`src/rtl/mem_arb_pkg.sv`:
```
// Shared types and constants for the memory-port arbiter slice.
package mem_arb_pkg;

    typedef enum logic [1:0] {
        IDLE,
        ACCESS,
        RESP
    } state_t;

    // Port encodings double as the address-mux select value
    localparam logic PORT_IF = 1'b0;
    localparam logic PORT_D  = 1'b1;

    // Memory latency limits; the 4-bit counter caps the upper bound
    localparam int MEM_LATENCY_MIN = 1;
    localparam int MEM_LATENCY_MAX = 15;

    localparam int CNT_W = 4;
    typedef logic [CNT_W-1:0] cnt_t;

endpackage

```
`src/rtl/mem_port_arbiter_if.sv`:
```
// Request/response and memory-side signals of the shared memory port.
// slave is the arbiter's view; master is the requesters-plus-memory view.
interface mem_port_arbiter_if;

    logic        if_req;
    logic [31:0] if_addr;
    logic        if_gnt;
    logic        if_rvalid;
    logic [31:0] if_rdata;

    logic        d_req;
    logic        d_we;
    logic [31:0] d_addr;
    logic [31:0] d_wdata;
    logic        d_gnt;
    logic        d_rvalid;
    logic [31:0] d_rdata;

    logic        mem_sel;
    logic [31:0] mem_addr;
    logic        mem_we;
    logic [31:0] mem_wdata;
    logic [31:0] mem_rdata;

    logic        busy;

    modport slave (
        input  if_req, if_addr, d_req, d_we, d_addr, d_wdata, mem_rdata,
        output if_gnt, if_rvalid, if_rdata, d_gnt, d_rvalid, d_rdata,
        output mem_sel, mem_addr, mem_we, mem_wdata, busy
    );

    modport master (
        output if_req, if_addr, d_req, d_we, d_addr, d_wdata, mem_rdata,
        input  if_gnt, if_rvalid, if_rdata, d_gnt, d_rvalid, d_rdata,
        input  mem_sel, mem_addr, mem_we, mem_wdata, busy
    );

endinterface

```
`src/rtl/mem_arb_pick.sv`:
```
// Two-way round-robin picker: on a conflict the port not served last wins.
module mem_arb_pick
    import mem_arb_pkg::*;
(
    input  logic if_req,
    input  logic d_req,
    input  logic last_served,
    output logic valid,
    output logic winner
);

    // Single requester wins outright; a conflict goes to the other port
    always_comb begin
        valid  = if_req | d_req;
        winner = PORT_IF;
        if (if_req && d_req) begin
            winner = ~last_served;
        end else if (d_req) begin
            winner = PORT_D;
        end
    end

endmodule

```
`src/rtl/mem_port_arbiter.sv`:
```
// Shares the single memory port between instruction fetch and data
// accesses, sequencing each access through a fixed-latency memory.
module mem_port_arbiter
    import mem_arb_pkg::*;
#(
    parameter int MEM_LATENCY = 2
)(
    input  logic clk,
    input  logic reset_n,
    mem_port_arbiter_if.slave bus
);

    // Out-of-range latencies are clamped so the 4-bit counter stays valid
    localparam int LAT = (MEM_LATENCY < MEM_LATENCY_MIN) ? MEM_LATENCY_MIN :
                         (MEM_LATENCY > MEM_LATENCY_MAX) ? MEM_LATENCY_MAX :
                         MEM_LATENCY;
    localparam cnt_t CNT_LOAD = cnt_t'(LAT - 1);

    state_t      state;
    state_t      state_nxt;
    cnt_t        cnt;
    logic        last_served;
    logic        pick_valid;
    logic        pick_winner;
    logic        grant;
    logic        capture;

    logic        if_gnt_q;
    logic        d_gnt_q;
    logic        if_rvalid_q;
    logic        d_rvalid_q;
    logic        mem_sel_q;
    logic        mem_we_q;
    logic        acc_we;
    logic [31:0] mem_addr_q;
    logic [31:0] mem_wdata_q;
    logic [31:0] if_rdata_q;
    logic [31:0] d_rdata_q;

    mem_arb_pick u_pick (
        .if_req      (bus.if_req),
        .d_req       (bus.d_req),
        .last_served (last_served),
        .valid       (pick_valid),
        .winner      (pick_winner)
    );

    // State register
    always_ff @(posedge clk) begin
        if (!reset_n) begin
            state <= IDLE;
        end else begin
            state <= state_nxt;
        end
    end

    // Next state: arbitrate in IDLE/RESP, leave ACCESS when the count expires
    always_comb begin
        state_nxt = state;
        grant     = 1'b0;
        capture   = 1'b0;
        unique case (state)
            IDLE, RESP: begin
                if (pick_valid) begin
                    state_nxt = ACCESS;
                    grant     = 1'b1;
                end else begin
                    state_nxt = IDLE;
                end
            end
            ACCESS: begin
                if (cnt == '0) begin
                    capture   = 1'b1;
                    state_nxt = RESP;
                end
            end
            default: state_nxt = IDLE;
        endcase
    end

    // Access registers, latency counter, pulses and per-port read data
    always_ff @(posedge clk) begin
        if (!reset_n) begin
            if_gnt_q    <= 1'b0;
            d_gnt_q     <= 1'b0;
            if_rvalid_q <= 1'b0;
            d_rvalid_q  <= 1'b0;
            mem_sel_q   <= PORT_IF;
            mem_we_q    <= 1'b0;
            acc_we      <= 1'b0;
            mem_addr_q  <= '0;
            mem_wdata_q <= '0;
            if_rdata_q  <= '0;
            d_rdata_q   <= '0;
            cnt         <= '0;
            last_served <= PORT_D;
        end else begin
            if_gnt_q    <= 1'b0;
            d_gnt_q     <= 1'b0;
            if_rvalid_q <= 1'b0;
            d_rvalid_q  <= 1'b0;
            mem_we_q    <= 1'b0;
            if (grant) begin
                mem_sel_q   <= pick_winner;
                cnt         <= CNT_LOAD;
                last_served <= pick_winner;
                if (pick_winner == PORT_D) begin
                    mem_addr_q  <= bus.d_addr;
                    mem_wdata_q <= bus.d_wdata;
                    acc_we      <= bus.d_we;
                    mem_we_q    <= bus.d_we;
                    d_gnt_q     <= 1'b1;
                end else begin
                    mem_addr_q  <= bus.if_addr;
                    acc_we      <= 1'b0;
                    if_gnt_q    <= 1'b1;
                end
            end else if (state == ACCESS && cnt != '0) begin
                cnt <= cnt - cnt_t'(1);
            end
            if (capture) begin
                if (mem_sel_q == PORT_D) begin
                    d_rvalid_q <= 1'b1;
                    if (!acc_we) begin
                        d_rdata_q <= bus.mem_rdata;
                    end
                end else begin
                    if_rvalid_q <= 1'b1;
                    if_rdata_q  <= bus.mem_rdata;
                end
            end
        end
    end

    assign bus.if_gnt    = if_gnt_q;
    assign bus.d_gnt     = d_gnt_q;
    assign bus.if_rvalid = if_rvalid_q;
    assign bus.d_rvalid  = d_rvalid_q;
    assign bus.if_rdata  = if_rdata_q;
    assign bus.d_rdata   = d_rdata_q;
    assign bus.mem_sel   = mem_sel_q;
    assign bus.mem_addr  = mem_addr_q;
    assign bus.mem_wdata = mem_wdata_q;
    // Write enable drops in the same cycle reset is asserted
    assign bus.mem_we    = mem_we_q & reset_n;
    assign bus.busy      = (state != IDLE);

endmodule

```
`src/flat_wrapper.sv`:
```
// flat-port wrapper written by rule: the top's interface ports become plain ports
module mem_port_arbiter_flat import mem_arb_pkg::*;
#(
    parameter int MEM_LATENCY = 2
)
  (clk, reset_n, bus_if_req, bus_if_addr, bus_d_req, bus_d_we, bus_d_addr, bus_d_wdata, bus_mem_rdata, bus_if_gnt, bus_if_rvalid, bus_if_rdata, bus_d_gnt, bus_d_rvalid, bus_d_rdata, bus_mem_sel, bus_mem_addr, bus_mem_we, bus_mem_wdata, bus_busy);
  mem_port_arbiter_if bus_i ();
  input  logic clk;
  input  logic reset_n;
  input wire logic [$bits(bus_i.if_req)-1:0] bus_if_req;
  input wire logic [$bits(bus_i.if_addr)-1:0] bus_if_addr;
  input wire logic [$bits(bus_i.d_req)-1:0] bus_d_req;
  input wire logic [$bits(bus_i.d_we)-1:0] bus_d_we;
  input wire logic [$bits(bus_i.d_addr)-1:0] bus_d_addr;
  input wire logic [$bits(bus_i.d_wdata)-1:0] bus_d_wdata;
  input wire logic [$bits(bus_i.mem_rdata)-1:0] bus_mem_rdata;
  output wire logic [$bits(bus_i.if_gnt)-1:0] bus_if_gnt;
  output wire logic [$bits(bus_i.if_rvalid)-1:0] bus_if_rvalid;
  output wire logic [$bits(bus_i.if_rdata)-1:0] bus_if_rdata;
  output wire logic [$bits(bus_i.d_gnt)-1:0] bus_d_gnt;
  output wire logic [$bits(bus_i.d_rvalid)-1:0] bus_d_rvalid;
  output wire logic [$bits(bus_i.d_rdata)-1:0] bus_d_rdata;
  output wire logic [$bits(bus_i.mem_sel)-1:0] bus_mem_sel;
  output wire logic [$bits(bus_i.mem_addr)-1:0] bus_mem_addr;
  output wire logic [$bits(bus_i.mem_we)-1:0] bus_mem_we;
  output wire logic [$bits(bus_i.mem_wdata)-1:0] bus_mem_wdata;
  output wire logic [$bits(bus_i.busy)-1:0] bus_busy;
  assign bus_i.if_req = bus_if_req;
  assign bus_i.if_addr = bus_if_addr;
  assign bus_i.d_req = bus_d_req;
  assign bus_i.d_we = bus_d_we;
  assign bus_i.d_addr = bus_d_addr;
  assign bus_i.d_wdata = bus_d_wdata;
  assign bus_i.mem_rdata = bus_mem_rdata;
  assign bus_if_gnt = bus_i.if_gnt;
  assign bus_if_rvalid = bus_i.if_rvalid;
  assign bus_if_rdata = bus_i.if_rdata;
  assign bus_d_gnt = bus_i.d_gnt;
  assign bus_d_rvalid = bus_i.d_rvalid;
  assign bus_d_rdata = bus_i.d_rdata;
  assign bus_mem_sel = bus_i.mem_sel;
  assign bus_mem_addr = bus_i.mem_addr;
  assign bus_mem_we = bus_i.mem_we;
  assign bus_mem_wdata = bus_i.mem_wdata;
  assign bus_busy = bus_i.busy;
  mem_port_arbiter #(.MEM_LATENCY(MEM_LATENCY)) u_core (.clk(clk), .reset_n(reset_n), .bus(bus_i));
endmodule
```
`config.mk`:
```
export PLATFORM = sky130hd
export DESIGN_NAME = mem_port_arbiter_flat
export DESIGN_NICKNAME = d
export VERILOG_FILES = /design/src/rtl/mem_arb_pkg.sv /design/src/rtl/mem_port_arbiter_if.sv /design/src/rtl/mem_arb_pick.sv /design/src/rtl/mem_port_arbiter.sv /design/src/flat_wrapper.sv
export SDC_FILE = /design/constraint.sdc
export NUM_CORES = 1
export LEC_CHECK = 0
export BUFFER_PORTS_ARGS = -buffer_cell sky130_fd_sc_hd__buf_2
export CAP_MARGIN = 20
export CORE_MARGIN = 2
export CORE_UTILIZATION = 48
export CTS_BUF_LIST = sky130_fd_sc_hd__clkbuf_4 sky130_fd_sc_hd__clkbuf_8
export DETAILED_ROUTE_END_ITERATION = 16
export GPL_TIMING_DRIVEN = 0
export PLACE_DENSITY = 0.83
export SLEW_MARGIN = 20
export SYNTH_ARGS = -nofsm -noshare
export SYNTH_HDL_FRONTEND = slang
export SYNTH_SLANG_ARGS = --single-unit
```
`constraint.sdc`:
```
create_clock -name clk -period 2.4 [get_ports clk]
set_clock_uncertainty 0.1 [all_clocks]
set_input_delay 0.24 -clock clk [delete_from_list [all_inputs] [get_ports clk]]
set_output_delay 0.24 -clock clk [all_outputs]
set_load 0.05 [all_outputs]
```
After elaboration in Yosys (flattened, before gate mapping)
Index checks and enable logic that the tools add are counted.
- output and inout port bits: 135
- word-level logic and storage cells: 56
- bits of input ports: 133
- bits in registers: 142
- bitwise gates (word level): 6
- add/sub/neg operators: 1
- reduce and logical (&&, ||, !) cells: 14
- equal/unequal tests: 3
- multiplexer cells: 17
- operators by type and width (kind ; count):
    2-to-1 mux 32 bit ; 1
    2-to-1 mux 1 bit ; 14
    AND reduction 2 bit ; 4
    logical NOT 4 bit ; 1
    NOT 1 bit ; 4
    one-hot mux 2 bit (2 select lines) ; 1
    nonzero test 2 bit ; 2
    nonzero test 4 bit ; 1
    OR reduction 2 bit ; 2
    subtractor 4 x 1 -> 4 bit, second input constant ; 1
    AND reduction 3 bit ; 1
    equality test 2 x 1 -> 1 bit, second input constant ; 1
    equality test 2 bit, second input constant ; 1
    logical AND 1 bit ; 2
    logical NOT 2 bit ; 1
    2-to-1 mux 2 bit ; 1
    != test 2 x 1 -> 1 bit, second input constant ; 1
    bitwise AND 1 bit ; 1
    OR 1 bit ; 1

Depth between registers and ports, before layout
Gate-level depths: netlist of the first run.
- depth in word-level cells: 4
- gate-level depth with buffers: 7
- mapped depth without buffers: 5

Cells and area by module
From an unflattened synthesis of the first run, not the netlist that was laid out.
- cells, all modules: 545
- area, all modules: 5356.4 um^2
- modules (own cells, without submodules) (module ; area each (um^2) ; seq. area each (um^2) ; instances ; cells an instance):
    mem_port_arbiter ; 5342.6 ; 2842.7 ; 1 ; 543
    mem_arb_pick ; 13.8 ; 0.0 ; 1 ; 2

Worst setup path after synthesis of the first run
No wires, ideal clock.
- kind: reg-to-reg
- start: register u_core.cnt[0]
- end: register u_core.if_rdata_q[0] (netlist: u_core.bus.if_rdata[0])
- data arrival time: 1.695 ns
- setup time: 0.072 ns
- cell stages (with the launch flop): 8
- path buffers: 2
- slack: 0.533 ns
- data required time: 2.228 ns
- period minus slack after synthesis: 1.867 ns
- path through: dfxtp_1 > inv_1 > ha_1 > or3b_1 > buf_6 > nor3_4 > buf_8 > mux2i_1
- longest elaborated chain between the ends: 4
- RTL lines (what ; RTL line ; RTL):
    from (decl) ; mem_port_arbiter.sv:21 ; cnt_t cnt;
    from (signal assigned) ; mem_port_arbiter.sv:119 ; cnt <= cnt - cnt_t'(1);
    logical NOT 4 bit ; mem_port_arbiter.sv:72 ; if (cnt == '0) begin
    2-to-1 mux 1 bit ; mem_port_arbiter.sv:72 ;
    2-to-1 mux 1 bit ; mem_port_arbiter.sv:62 ; unique case (state)
    AND reduction 2 bit (no source line) ; -- ;
    to (signal assigned) ; mem_port_arbiter.sv:129 ; if_rdata_q <= bus.mem_rdata;
    to (decl) ; mem_port_arbiter.sv:37 ; logic [31:0] if_rdata_q;
Every way passes these cells.
A chain may end at the register's enable or synchronous reset.

Worst setup path after layout of the first run
- start: register u_core.state[0]
- end: register u_core.mem_addr_q[9] (netlist: u_core.bus.mem_addr[9])
- longest elaborated chain between the ends: 3
- elaborated cells between the ends (all ways): 4
- classes of those cells: eq/ne: 1; mux: 1; reduce/logical: 2
- RTL lines (what ; RTL line ; RTL):
    from (decl) ; mem_port_arbiter.sv:19 ; state_t state;
    from (signal assigned) ; mem_port_arbiter.sv:53 ; state <= state_nxt;
    equality test 2 bit / logical NOT 2 bit (equally long branches) ; mem_port_arbiter.sv:62 ;
    OR reduction 2 bit * ; mem_port_arbiter.sv:62 ;
    2-to-1 mux 1 bit * ; mem_port_arbiter.sv:62 ;
    to (signal assigned) ; mem_port_arbiter.sv:108 ; mem_addr_q <= bus.d_addr;
    to (signal assigned) ; mem_port_arbiter.sv:114 ; mem_addr_q <= bus.if_addr;
    to (decl) ; mem_port_arbiter.sv:35 ; logic [31:0] mem_addr_q;
Every way passes the cells marked *; elsewhere a longest branch is shown, timed or not.

==> results of run 1 <==
-- repair_timing --
| action | CTS | global route |
|---|---|---|
| resized for setup | 0 | 5 |
| endpoints found under the setup margin | 0 | 17 |
| setup buffers | 0 | 0 |
| hold endpoints to repair | 98 | 0 |
| hold buffers | 97 | 0 |
-- layer usage --
metal	GRT usage	wire, um	vias up
met5	0	0	-
met4	0.169	847	0
met3	0.0876	1330	65
met2	0.497	9230	284
met1	0.336	7260	2709
li1	-	-	2733
-- cell type report --
class / instances / area (um^2)
Buffer: 49 / 314
Sequential cell: 142 / 2840
Tap cell: 143 / 179
Multi-Input combinational cell: 358 / 2400
Timing Repair Buffer: 363 / 2300
Clock inverter: 10 / 136
Clock buffer: 22 / 290
Fill cell: 772 / 2890
Inverter: 4 / 15.0
-- how the worst max path moves through the flow --
stage	from	to	slack, ns	depth (start not counted)
finish	u_core.state[0]	u_core.bus.mem_addr[9]	0.08	6
global route	u_core.state[0]	u_core.bus.mem_addr[9]	0.01	6
CTS	u_core.state[0]	u_core.bus.mem_addr[29]	0.04	6
detailed placement	u_core.cnt[0]	u_core.bus.if_rdata[3]	0.31	7
global placement	u_core.cnt[0]	u_core.bus.if_rdata[5]	0.33	7
floorplan	u_core.cnt[0]	u_core.bus.if_rdata[0]	0.53	7
-- cells by family after synthesis --
logic type,Yosys count,synth area share
mux,64,0.115
buf+inv,53,0.0587
simple gates,184,0.182
flops,142,0.511
compound gates,109,0.131
fa+ha+maj,1,0.00225
-- cells in the final DEF, fill, tap and decap left out, types with 17 or more instances in the layout --
master,Yosys,layout
a21oi_1,36,36
nand2_1,99,99
clkbuf_1,28,26
and3_1,32,32
dlygate4sd3_1,0,97
o21ai_0,35,35
mux2i_1,64,64
a221o_1,32,32
buf_2,9,275
or3b_2,17,17
clkbuf_8,7,27
dfxtp_1,142,142
-- worst register-to-register path, cell delays in order, from the launching register on --
cell and delay (ns):
dfxtp_1 0.36, nand2b_1 0.17, buf_2 0.19, nor3_4 0.37, buf_2 0.32, a221o_1 0.21
dlygate4sd3_1 0.56
-- metrics by stage --
| step | setup slack (ns) | hold slack [ns] | power, W | utilization |
|---|---|---|---|---|
| floorplan | 0.533 | 0.262 | 0.00349 | - |
| global placement | 0.333 | 0.340 | 0.00384 | 0.622 |
| detailed placement | 0.308 | 0.348 | 0.00385 | 0.622 |
| CTS | 0.0391 | 0.00202 | 0.00600 | 0.745 |
| global route | 0.0106 | 0.000983 | 0.00623 | 0.746 |
| finish | 0.0812 | 0.0271 | 0.00602 | 0.746 |
-- sequential cells by signal, summed over array words and instances (netlist names), 2 cells and up --
| name | cells |
|---|---|
| u_core.bus.mem_wdata | 32 |
| u_core.bus.d_rdata | 32 |
| u_core.bus.mem_addr | 32 |
| u_core.state | 2 |
| u_core.cnt | 4 |
| u_core.bus.if_rdata | 32 |
-- power groups by stage --
stage | registers, W | clock network (W) | logic (W)
after floorplan | 0.00309 | 0 | 0.000403
after global placement | 0.00262 | 0 | 0.00122
after detailed placement | 0.00262 | 0 | 0.00122
after CTS | 0.00257 | 0.00205 | 0.00138
after global routing | 0.00259 | 0.00215 | 0.00149
final | 0.00258 | 0.00203 | 0.00141
==> results_dict.tcl, run 1 <==
set metrics [dict create \
    die_ht_um 112 \
    outcome "finished clean" \
    critical_path.cell_chain "nand2b_1, buf_2, nor3_4, buf_2, a221o_1, dlygate4sd3_1" \
    post_route_cells_drive_above_1_share 0.364 \
    peakVddDrop_mv 0.587 \
    globalRouteOverflowTotal 0 \
    max_freq_mhz 431 \
    totalNegativeSetupSlack_ns 0 \
    critical_path.top_delay_family "buffers and inverters" \
    maxSlewViolCount 0 \
    worstSetupPathType "flip-flop to flip-flop" \
    area_growth_pct 52.4 \
    period_needed_ns 2.32 \
    drt_iter0_markers 388 \
    placedInstanceArea_mm2 0.00707 \
    final_cells 1091 \
    report.final.hold_viol_count 0 \
    power.combinational.fraction 0.235 \
    dp_hpwl_um 11600 \
    gpl_congestion 0.840 \
    crit-reg2reg-capture "u_core.bus.mem_addr[9]" \
    die_w_um 112 \
    synth_top_cell_area_share 0.511 \
    ys_seq_elements 142 \
    num_antenna_cells 0 \
    grt_pass1_vias 5760 \
    whs_path_depth 3 \
    path_max_fanout 10 \
    core_mm2 0.0114 \
    p_switching_w 0.00188 \
    netlist_area_mm2 0.00556 \
    r2r_cell_count 6 \
    grt_setup_unrepaired "false" \
    seq_power_share 0.428 \
    worstPathArrival_ns 2.61 \
    worst_path_largest_cell_delay_ns 0.56 \
    max_slew_margin 0.664 \
    avgRoutedWirePerCell_um 17.1 \
    power-per-cell-area_mw_per_mm2 710 \
    die-area_mm2 0.0125 \
    ctsHtreeMaxLevel 4 \
    numPortBuffers 266 \
    clk_latency_ns 0.43 \
    vias_per_cell 5.31 \
    flop2flop_setup_slack_ns 0.08 \
    final_design_area_no_fill_mm2 0.00848 \
    synth-edff-count 0 \
    cp.buffers_inverters 3 \
    root_buffer "clkbuf_8" \
    slowest_stage "dlygate4sd3_1" \
    cp.required_ns 2.69 \
    start_kind "flip-flop" \
    cts.sink_count 142 \
    layout_worst_path_cycle_share 0.966 \
    antenna_found_initial 0 \
    timing.hold.worst.class "primary input to flip-flop" \
    setup_violations 0 \
    synth.area.top_cells "dfxtp_1 (51%), mux2i_1 (12%), nand2_1 (6.7%)" \
    timing.critical_path.to_type "flip-flop" \
    rr_startpoint "u_core.state[0]" \
    cell_internal_power_w 0.00414 \
    cts_bufs_inserted 17 \
    drcViolationCount 0 \
    cell_type_with_the_largest_total_area_after_synthesis "dfxtp_1" \
    drt.antenna.violating_nets 0 \
    hold_start "bus_d_wdata[30]" \
    power.switching_fraction 0.312 \
    drt-total-wl_um 18700 \
    netlist-cell-type-count 37 \
    maximum_clock_insertion_buffer_count 2 \
    post_synth.cell_area_avg_um2 10.1 \
    tightestPinTransition_ns 0.503 \
    post_synth_inst_count 553 \
    cts_tree "done" \
    total_routing_resource_utilization_after_global_routing 0.296 \
    ys.warnings.count 0 \
    synth_commonest_cells "dfxtp_1 (142), nand2_1 (99), mux2i_1 (64)" \
    grt_start_max_net_pins 17 \
    timing.max_cap.violations 0 \
    pwr-share-clk 0.337 \
    synth.most_common_cell "dfxtp_1" \
    clkSlewWorstSetupHoldPaths_ns 0.08 \
    drt_first_pass_iters 4 \
    path_common_cell "buf_2" \
    total_vias_in_the_final_route 5791 \
    postSynthNetCount 687 \
    initial_utilization 0.489 \
    number_of_top_level_pins 268 \
    synth_flop_cell "dfxtp_1" \
    seq_area_frac_synth 0.511 \
    grt_pass1_wl_um 29200 \
    placement_rows 39 \
    async_reset_ff_frac 0 \
    dp.cells 962 \
    power.leakage_nw 4.30 \
    final_net_count 1069 \
    min_delay_worst_endpoint "u_core.bus.mem_wdata[30]" \
]
Power figures use the tool's default switching activity.
==> run 2, diff against run 1 <==
--- a/config.mk
+++ b/config.mk
@@ -8,11 +8,11 @@
 export BUFFER_PORTS_ARGS = -buffer_cell sky130_fd_sc_hd__buf_2
 export CAP_MARGIN = 20
 export CORE_MARGIN = 2
-export CORE_UTILIZATION = 48
+export CORE_UTILIZATION = 43
 export CTS_BUF_LIST = sky130_fd_sc_hd__clkbuf_4 sky130_fd_sc_hd__clkbuf_8
 export DETAILED_ROUTE_END_ITERATION = 16
 export GPL_TIMING_DRIVEN = 0
-export PLACE_DENSITY = 0.83
+export PLACE_DENSITY = 0.78
 export SLEW_MARGIN = 20
 export SYNTH_ARGS = -nofsm -noshare
 export SYNTH_HDL_FRONTEND = slang
==> constraint.sdc (replaced) <==
create_clock -name clk -period 1.9 [get_ports clk]
set_clock_uncertainty 0.1 [all_clocks]
set_input_delay 0.19 -clock clk [delete_from_list [all_inputs] [get_ports clk]]
set_output_delay 0.19 -clock clk [all_outputs]
set_load 0.05 [all_outputs]
==> run 2 against run 1 <==
  * Core utilization down 3.8 points
  * Critical path depth up 2
  * The flow now finishes with violations (setup timing)
  * Register-to-register slack worse by 0.13 ns
  * Sequential share of layout area down 1.7 points
==> results_dict.tcl, run 2 (synthesis gave the netlist of run 1 again) <==
set metrics [dict create \
    outcome "finished with violations" \
    failed_checks "setup timing" \
    tightestPinTransition_ns 0.522 \
    cts_bufs_inserted 17 \
    numPortBuffers 266 \
    start_kind "flip-flop" \
    final_design_area_no_fill_mm2 0.00893 \
    multiInputGateArea_mm2 0.00241 \
    path_max_fanout 7 \
    total_routing_resource_utilization_after_global_routing 0.268 \
    power.combinational.fraction 0.248 \
    clk_latency_ns 0.43 \
    avgRoutedWirePerCell_um 16.8 \
    antenna_found_initial 1 \
    die_ht_um 118 \
    place_worst_setup_slack_ns -0.197 \
    drt_first_pass_iters 5 \
    vias_per_cell 5.21 \
    number_of_top_level_pins 268 \
    layout_commonest_cell "buf_2" \
    cp.required_ns 2.15 \
    clkSlewWorstSetupHoldPaths_ns 0.07 \
    timing.max_cap.violations 0 \
    timing.hold.worst.class "primary input to flip-flop" \
    grt_pass1_vias 5976 \
    worstSetupPathType "flip-flop to flip-flop" \
    drcViolationCount 0 \
    regArea_mm2 0.00285 \
    seq_power_share 0.433 \
    worstPathArrival_ns 2.20 \
    fin_worst_hold_slack_ns 0.0319 \
    power.leakage_nw 4.41 \
    dp_hpwl_um 11700 \
    fill_count 910 \
    drt_iter0_markers 361 \
    grt_setup_unrepaired "true" \
    layout_common_cells "buf_2 (275), dfxtp_1 (140), dlygate4sd3_1 (125), nand2_1 (99), mux2i_1 (64)" \
    fin_total_pwr_w 0.00754 \
    initial_utilization 0.441 \
    peakVddDrop_mv 0.458 \
    placement_rows 41 \
    power.switching_fraction 0.318 \
    die_w_um 118 \
    drt-total-wl_um 19400 \
    maxSlewViolCount 0 \
    die-area_mm2 0.0139 \
    ctsHtreeMaxLevel 4 \
    layout_worst_path_cycle_share 1.02 \
    post_route_cells_drive_above_1_share 0.365 \
    area_growth_pct 60.6 \
    cts.sink_count 142 \
    final.setup.worst_slack_ns -0.0472 \
    total_vias_in_the_final_route 6026 \
    gpl_congestion 0.808 \
    core_mm2 0.0126 \
    cts_tree "done" \
    final_net_count 1106 \
    root_buffer "clkbuf_8" \
    pwr-share-clk 0.319 \
    globalRouteOverflowTotal 0 \
    grt_pass1_wl_um 29700 \
    power-per-cell-area_mw_per_mm2 844 \
    grt_start_max_net_pins 17 \
    setup_violations 13 \
    p_switching_w 0.00240 \
    dp.cells 991 \
    final_cells 1157 \
    max_slew_margin 0.652 \
    max_freq_mhz 514 \
    timing.critical_path.to_type "flip-flop" \
    period_needed_ns 1.95 \
    report.final.hold_viol_count 0 \
    maximum_clock_insertion_buffer_count 2 \
    cell_internal_power_w 0.00514 \
    placedInstanceArea_mm2 0.00711 \
    drt.antenna.violating_nets 0 \
]
-- run 2: changes by cell type in the layout (fill, tap and decap cells not counted), sizes merged --
cell | previous run | this run
diode | 0 | 1
bufinv | 3 | 2
clkbuf | 57 | 59
dlygate4sd3 | 97 | 125
clkinvlp | 3 | 4
buf | 279 | 285
-- run 2: power by group through the flow --
stage	clock (W)	sequential (W)	combinational (W)
2_1_floorplan	0	0.00390	0.000509
3_3_place_gp	0	0.00331	0.00154
3_5_place_dp	0	0.00331	0.00155
4_1_cts	0.00244	0.00325	0.00176
5_1_grt	0.00258	0.00328	0.00196
6_report	0.00241	0.00326	0.00187
-- run 2: area by class of cell --
type                    count  share of cell area
diodes                      1            0.000280
plain buffers              49              0.0368
clock buffers              21              0.0317
clock inverters            10              0.0127
inverters                   4             0.00168
multi-input cells         358               0.270
flip-flops and latches    142               0.318
well taps                 172              0.0241
repair buffers            400               0.304
-- run 2: critical path, stage by stage, from the launching register on --
cell	delay, ns
dfxtp_2	0.33
inv_2	0.07
ha_4	0.13
or3b_1	0.35
buf_6	0.14
nor3_4	0.21
buf_12	0.18
clkbuf_16	0.15
mux2i_1	0.19
-- run 2: metal layers --
metal  GRT usage  part of all wire  vias up  routed length [um]
li1            -                 -     2815                   -
met1       0.296              0.38     2763                7420
met2       0.461              0.49      364                9510
met3      0.0790             0.080       84                1560
met4       0.150             0.049        0                 954
met5           0                 0        -                   0
-- run 2: timing repair --
| action | in CTS | in global routing |
|---|---|---|
| setup endpoints to repair | 62 | 72 |
| hold buffers | 125 | 0 |
| endpoints found under the hold margin | 126 | 0 |
| setup buffers | 3 | 3 |
| resized for setup | 1 | 13 |
| pin swaps | 2 | 3 |
| gates cloned | 0 | 3 |
-- run 2: worst paths after layout --
path | start | end | slack (ns) | cells after the start
setup / recovery | u_core.cnt[0] | u_core.bus.if_rdata[25] | -0.05 | 8
hold / removal | bus_d_wdata[19] | u_core.bus.mem_wdata[19] | 0.03 | 3
setup reg to reg | u_core.cnt[0] | u_core.bus.if_rdata[25] | -0.05 | 8
hold reg to reg | u_core.bus.d_rdata[0] | u_core.bus.d_rdata[0] | 0.36 | 2
-- run 2: through the flow --
stage	utilization	TNS, ns
final	0.708	-0.185
after global routing	0.708	-2.77
after CTS	0.697	0
after detailed placement	0.563	-8.77
after global placement	0.563	-8.71
after floorplan	-	0
